### config.mk
export PLATFORM = sky130hd
export DESIGN_NAME = matmul_operand_loader
export DESIGN_NICKNAME = d
export VERILOG_FILES = /design/src/rtl/matmul_operand_loader.sv
export SDC_FILE = /design/constraint.sdc
export NUM_CORES = 1
export LEC_CHECK = 0
export CORE_MARGIN = 10
export CORE_UTILIZATION = 37
export DETAILED_ROUTE_END_ITERATION = 16
export DONT_BUFFER_PORTS = 1
export SLEW_MARGIN = 20
export SYNTH_ARGS = -nofsm -noshare
export SYNTH_HDL_FRONTEND = slang
export SYNTH_SLANG_ARGS = --single-unit
export TNS_END_PERCENT = 100
### constraint.sdc
create_clock -name clk -period 4.5 [get_ports clk]
set_input_delay 1.35 -clock clk [delete_from_list [all_inputs] [get_ports clk]]
set_output_delay 1.35 -clock clk [all_outputs]
set_load 0.03 [all_outputs]
### src/rtl/matmul_operand_loader.sv
// Fills A then B from a row-major valid/ready element stream, then enables matmul for LATENCY cycles
// and holds the frozen result (c_valid) until the consumer acknowledges with c_ready.
module matmul_operand_loader #(
  parameter int R1      = 2,
  parameter int C1      = 2,
  parameter int R2      = 2,
  parameter int C2      = 2,
  parameter int W_A     = 8,
  parameter int W_B     = 8,
  parameter int W_IN    = (W_A > W_B) ? W_A : W_B,
  parameter int LATENCY = $clog2(C1) + 1
) (
  input  logic                               clk,
  input  logic                               rst,
  input  logic                               s_valid,
  output logic                               s_ready,
  input  logic [W_IN-1:0]                    s_data,
  input  logic                               s_last,
  output logic [R1-1:0][C1-1:0][W_A-1:0]     A,
  output logic [R2-1:0][C2-1:0][W_B-1:0]     B,
  output logic                               cen,
  output logic                               c_valid,
  input  logic                               c_ready,
  output logic                               frame_err
);

  localparam int NA   = R1 * C1;
  localparam int NB   = R2 * C2;
  localparam int NMAX = (NA > NB) ? NA : NB;
  localparam int IW   = $clog2(NMAX + 1);
  localparam int LW   = $clog2(LATENCY + 1);

  if (C1 != R2) begin : g_dim_chk
    $error("matmul_operand_loader: C1 must equal R2");
  end

  typedef enum logic [2:0] {LOAD_A, LOAD_B, DRAIN, COMPUTE, DONE} state_t;

  state_t        state;
  logic [IW-1:0] idx;
  logic [LW-1:0] lat_cnt;
  logic          beat;

  // Ready depends on state only, so upstream may hold s_valid on it combinationally.
  assign s_ready = ~rst & ((state == LOAD_A) | (state == LOAD_B) | (state == DRAIN));
  assign beat    = s_valid & s_ready;

  always_ff @(posedge clk or posedge rst) begin
    if (rst) begin
      state     <= LOAD_A;
      idx       <= '0;
      lat_cnt   <= '0;
      A         <= '0;
      B         <= '0;
      cen       <= 1'b0;
      c_valid   <= 1'b0;
      frame_err <= 1'b0;
    end else begin
      frame_err <= 1'b0;
      case (state)
        LOAD_A: begin
          if (beat) begin
            if (s_last) begin
              // Premature end of frame: drop the partial A and restart.
              frame_err <= 1'b1;
              idx       <= '0;
            end else begin
              for (int r = 0; r < R1; r++) begin
                for (int c = 0; c < C1; c++) begin
                  if (idx == IW'(r * C1 + c)) A[r][c] <= s_data[W_A-1:0];
                end
              end
              if (idx == IW'(NA - 1)) begin
                idx   <= '0;
                state <= LOAD_B;
              end else begin
                idx <= idx + IW'(1);
              end
            end
          end
        end
        LOAD_B: begin
          if (beat) begin
            for (int r = 0; r < R2; r++) begin
              for (int c = 0; c < C2; c++) begin
                if (idx == IW'(r * C2 + c)) B[r][c] <= s_data[W_B-1:0];
              end
            end
            if (idx == IW'(NB - 1)) begin
              idx <= '0;
              if (s_last) begin
                state   <= COMPUTE;
                lat_cnt <= '0;
                cen     <= 1'b1;
              end else begin
                // Frame is too long: swallow beats until its s_last shows up.
                frame_err <= 1'b1;
                state     <= DRAIN;
              end
            end else if (s_last) begin
              frame_err <= 1'b1;
              idx       <= '0;
              state     <= LOAD_A;
            end else begin
              idx <= idx + IW'(1);
            end
          end
        end
        DRAIN: begin
          if (beat && s_last) begin
            idx   <= '0;
            state <= LOAD_A;
          end
        end
        COMPUTE: begin
          if (lat_cnt == LW'(LATENCY - 1)) begin
            cen     <= 1'b0;
            c_valid <= 1'b1;
            state   <= DONE;
          end else begin
            lat_cnt <= lat_cnt + LW'(1);
          end
        end
        DONE: begin
          if (c_ready) begin
            c_valid <= 1'b0;
            idx     <= '0;
            state   <= LOAD_A;
          end
        end
        default: state <= LOAD_A;
      endcase
    end
  end

endmodule

======== After elaboration in Yosys (flattened, before gate mapping) ========
Cells that the tools add are included.
word-level totals
  input port bits ......................... 13
  bits in latches ......................... 0
  RAM bits ................................ 0
  bits in read-only memories .............. 0
  bits in registers ....................... 75
  output and inout bits ................... 68
  word-level logic and storage cells ...... 97
  memories kept ........................... 0
operators by class
  bitwise gates (word level) .............. 6
  $mul .................................... 0
  multiplexer cells ....................... 37
  add/sub/neg operators ................... 2
  div/mod/pow operators ................... 0
  shift-type cells ........................ 0
  eq/ne operators ......................... 19
  order comparisons ....................... 0
  reductions and logical operators ........ 19
operators with widths
  operator             number
  $mux 3               15
  $reduce_and 4->1     4
  $pmux 3 s5           1
  $reduce_and 3->1     5
  $reduce_and 5->1     3
  $ne 2x2->1 const B   7
  $eq 3x2->1 const B   4
  $mux 1               12
  $pmux 3 s4           1
  $mux 2               4
  $reduce_and 8->1     1
  $eq 3x1->1 const B   2
  $logic_not 3->1      2
  $ne 2x1->1 const B   3
  $pmux 1 s2           3
  $pmux 2 s2           1
  $reduce_bool 2->1    2
  $reduce_bool 4->1    1
  $add 3x1->3 const B  1
  $eq 3x3->1 const B   1
  $ne 3x2->1 const B   1
  $add 2x1->2 const B  1
  $and 1x1->1          2
  $eq 2x1->1 const B   1
  3 further kinds      5

======== Depth between registers and ports, before layout ========
  word-level depth ........................ 8
  gate-level depth with buffers ........... 6
  gate-level depth less buffers ........... 5

======== Worst setup path after synthesis ========
OpenSTA, ideal clock, no wires.
  path type ............................... input -> output
  from .................................... input port rst
  to ...................................... output port s_ready
  arrival ................................. 3.461 ns
  required time ........................... 3.150 ns
  stages .................................. 2
  path slack .............................. -0.311 ns
  path buffers ............................ 0
  cell sequence ........................... inv_1 > and3_1
on the way
  cells in the longest elaborated chain, start to end .. 2
RTL lines
  element             line  RTL
  start: declaration  14    input logic rst,
  $not 1->1           45    assign s_ready = ~rst & ((state == LOAD_A) | (state == LOAD_B) | (state == DRAIN));
  $and 1x1->1         45
  end: declaration    16    output logic s_ready,
No other way between the ends.

======== Final worst setup path ========
Same ends and word-level chain as after synthesis.

==> flow_metrics.env <==
export IMPL_status="complete, no violations"
export IMPL_n_fill_cell=770
export IMPL_synth_area_leaders="dfrtp_1 (60%), mux2_2 (22%), ha_1 (3.2%)"
export IMPL_drc_errors=0
export IMPL_syn_num_nets=245
export IMPL_synth_seq_cells=75
export IMPL_htreeDepth=3
export IMPL_final_seq_area_um2=1880
export IMPL_cts_buffers=9
export IMPL_fp_dieW_um=112
export IMPL_max_stage_delay_ns=0.33
export IMPL_synth_top_area_cell="dfrtp_1"
export IMPL_synth_top_cell_area_share_pct=59.5
export IMPL_core_area_um2=8260
export IMPL_hold_ws_ns=0.545
export IMPL_fin_crit_ns=3.08
export IMPL_maxSlewHeadroom_pct=35.5
export IMPL_layout_drive_gt1_share_pct=37.9
export IMPL_die_y_um=112
export IMPL_worst_setup_path_end_kind="output pin"
export IMPL_cts_hold_fix_buffers=0
export IMPL_gp_congestion=0.807
export IMPL_multiInputGateArea_um2=1230
export IMPL_setup_slack_ns=1.42
export IMPL_grt_pass1_vias=1823
export IMPL_ios=81
export IMPL_dp_hpwl_um=5060
export IMPL_synth_main_ff_cell="dfrtp_1"
export IMPL_vias=1806
export IMPL_path_class="input port to output pin"
export IMPL_crit_path_top_delay_cell="and3_1"
export IMPL_synth_edf_count=0
export IMPL_synthCells=224
export IMPL_cts_buffer_depth=2
export IMPL_root_buffer="clkbuf_8"
export IMPL_path_max_fanout=4
export IMPL_synth_warnings=0
export IMPL_setup_tns_ns=0
export IMPL_cts_resized=0
export IMPL_drt_wl_total_um=7290
export IMPL_nets=252
export IMPL_drt_iter0_drc=101
export IMPL_leakagePower_nw=1.65
export IMPL_areaGrowthSynthToFinish_pct=9.92
export IMPL_max_freq_mhz=325
export IMPL_start_util_pct=38.2
export IMPL_arrival_ns=1.73
export IMPL_grt_first_pass_wirelength_um=11300
export IMPL_ys_types=32
export IMPL_viasPerCell=5.31
export IMPL_firstDrtPassIters=4
export IMPL_setup_viol=0
export IMPL_cts_sinks=75
export IMPL_worstMarginPinSlew_ns=0.968
export IMPL_synthArstFlopShare_pct=100
export IMPL_cts_tree="done"
export IMPL_io_buffers=0
export IMPL_dpl_cell_count=325
export IMPL_syn_area_per_cell_um2=14.1
export IMPL_drtAntennaViolNets=0
export IMPL_post_cts_buffers=0
export IMPL_cap_violations=0
export IMPL_routedWlPerCell_um=21.4
export IMPL_powerDensity_nw_per_um2=506
export IMPL_yosys_top_cells_count="dfrtp_1 (75), mux2_2 (61), ha_1 (8), inv_1 (8)"
export IMPL_clk_latency_ns=0.34
export IMPL_pre_cts_slack_ns=1.42
export IMPL_cp_cell_sequence="clkinvlp_4 > and3_1"
export IMPL_num_antenna_cells=0
export IMPL_grtUsageTotal_pct=11.6
export IMPL_grt_ovfl_total=0
export IMPL_synth_cell_area_um2=3150
export IMPL_clk_pin_slew_worst_paths_ns=0.07
export IMPL_crit_family="simple AND/OR/NAND/NOR gates"
export IMPL_synth_most_common_cell="dfrtp_1"
export IMPL_skew_ns=0.0138
export IMPL_cp_data_required_time_ns=3.15
export IMPL_yosysSeqAreaShare_pct=59.5
export IMPL_finalCritPeriodShare_pct=68.3
export IMPL_rsz0062_at_grt="false"
export IMPL_grt_max_degree=76
export IMPL_worst_path_buf_inv=1
export IMPL_antenna_found_initial=0
export IMPL_final_cells=340
export IMPL_crit_path_start_kind="input port"
export IMPL_slew_violations=0
export IMPL_hold_viol_final=0
export IMPL_die_area_um2=12600
export IMPL_rows=33
export IMPL_irDropWorstVdd_mv=0.214
export IMPL_hold_class="flop to flop"
==> layout make-up <==
type                       instances  area share (%)
multi-input combinational        136            35.4
inverter                           8           0.975
clock inverter                     6            1.88
timing repair buffer               1           0.217
tap                              105            3.79
sequential                        75            54.2
clock buffer                       9            3.57
==> state kept, by name (all words and copies together), names as in the netlist <==
signal / cells
idx: 3
B: 32
state: 3
c_valid: 1
A: 32
frame_err: 1
lat_cnt: 2
cen: 1
==> worst paths after layout <==
| check | start | to | slack [ns] | cells after the start |
|---|---|---|---|---|
| min | lat_cnt[1] | lat_cnt[1] | 0.55 | 1 |
| max reg2reg | state[1] | B[27] | 2.33 | 3 |
| max | rst | s_ready | 1.42 | 2 |
| min reg2reg | lat_cnt[1] | lat_cnt[1] | 0.55 | 1 |
| min in group asynchronous | rst | idx[0] | 1.20 | 2 |
| max in group asynchronous | rst | A[21] | 2.66 | 2 |
==> report_power, final <==
group / total (mW) / internal [mW] / switching, mW
sequential: 1.09 / 0.783 / 0.307
combinational: 0.164 / 0.0936 / 0.0699
clock: 0.500 / 0.254 / 0.246
total: 1.75 / 1.13 / 0.623
==> layer usage <==
metal	up-vias	GRT usage, %	wire length (um)	part of all wire (%)
met4	0	5.92	161	2.2
met3	8	4.95	606	8.3
met1	933	13.2	2980	41
met2	48	18.0	3550	49
met5	-	0	0	0
li1	817	-	-	-
==> cell usage in the layout (no fill, tap or decap), drive strengths merged, types with 5 or more instances in the layout <==
master  instances
nor2b           5
nand2          13
a21oi           7
o21ai           5
ha              8
clkbuf          9
dfrtp          75
inv             8
mux2           64
nor2            6
==> through the flow <==
stage               util, %  total power, mW  cell area, um^2
global route           42.0             1.84             3470
finish                 42.0             1.75             3470
detailed placement     39.7             1.28             3280
floorplan                 -             1.21             3160
global placement       39.7             1.27             3280
CTS                    42.0             1.79             3470
==> kinds of logic (layout without fill, tap and decap cells) <==
family | count (synthesis) | in the layout | share of synthesized area [%]
compound gates | 24 | 24 | 4.96
simple gates | 40 | 40 | 7.94
fa+ha+maj | 8 | 8 | 3.17
buf+inv | 13 | 24 | 1.55
flops | 75 | 75 | 59.5
mux | 64 | 64 | 22.9
(Power assumes the default switching activity.)
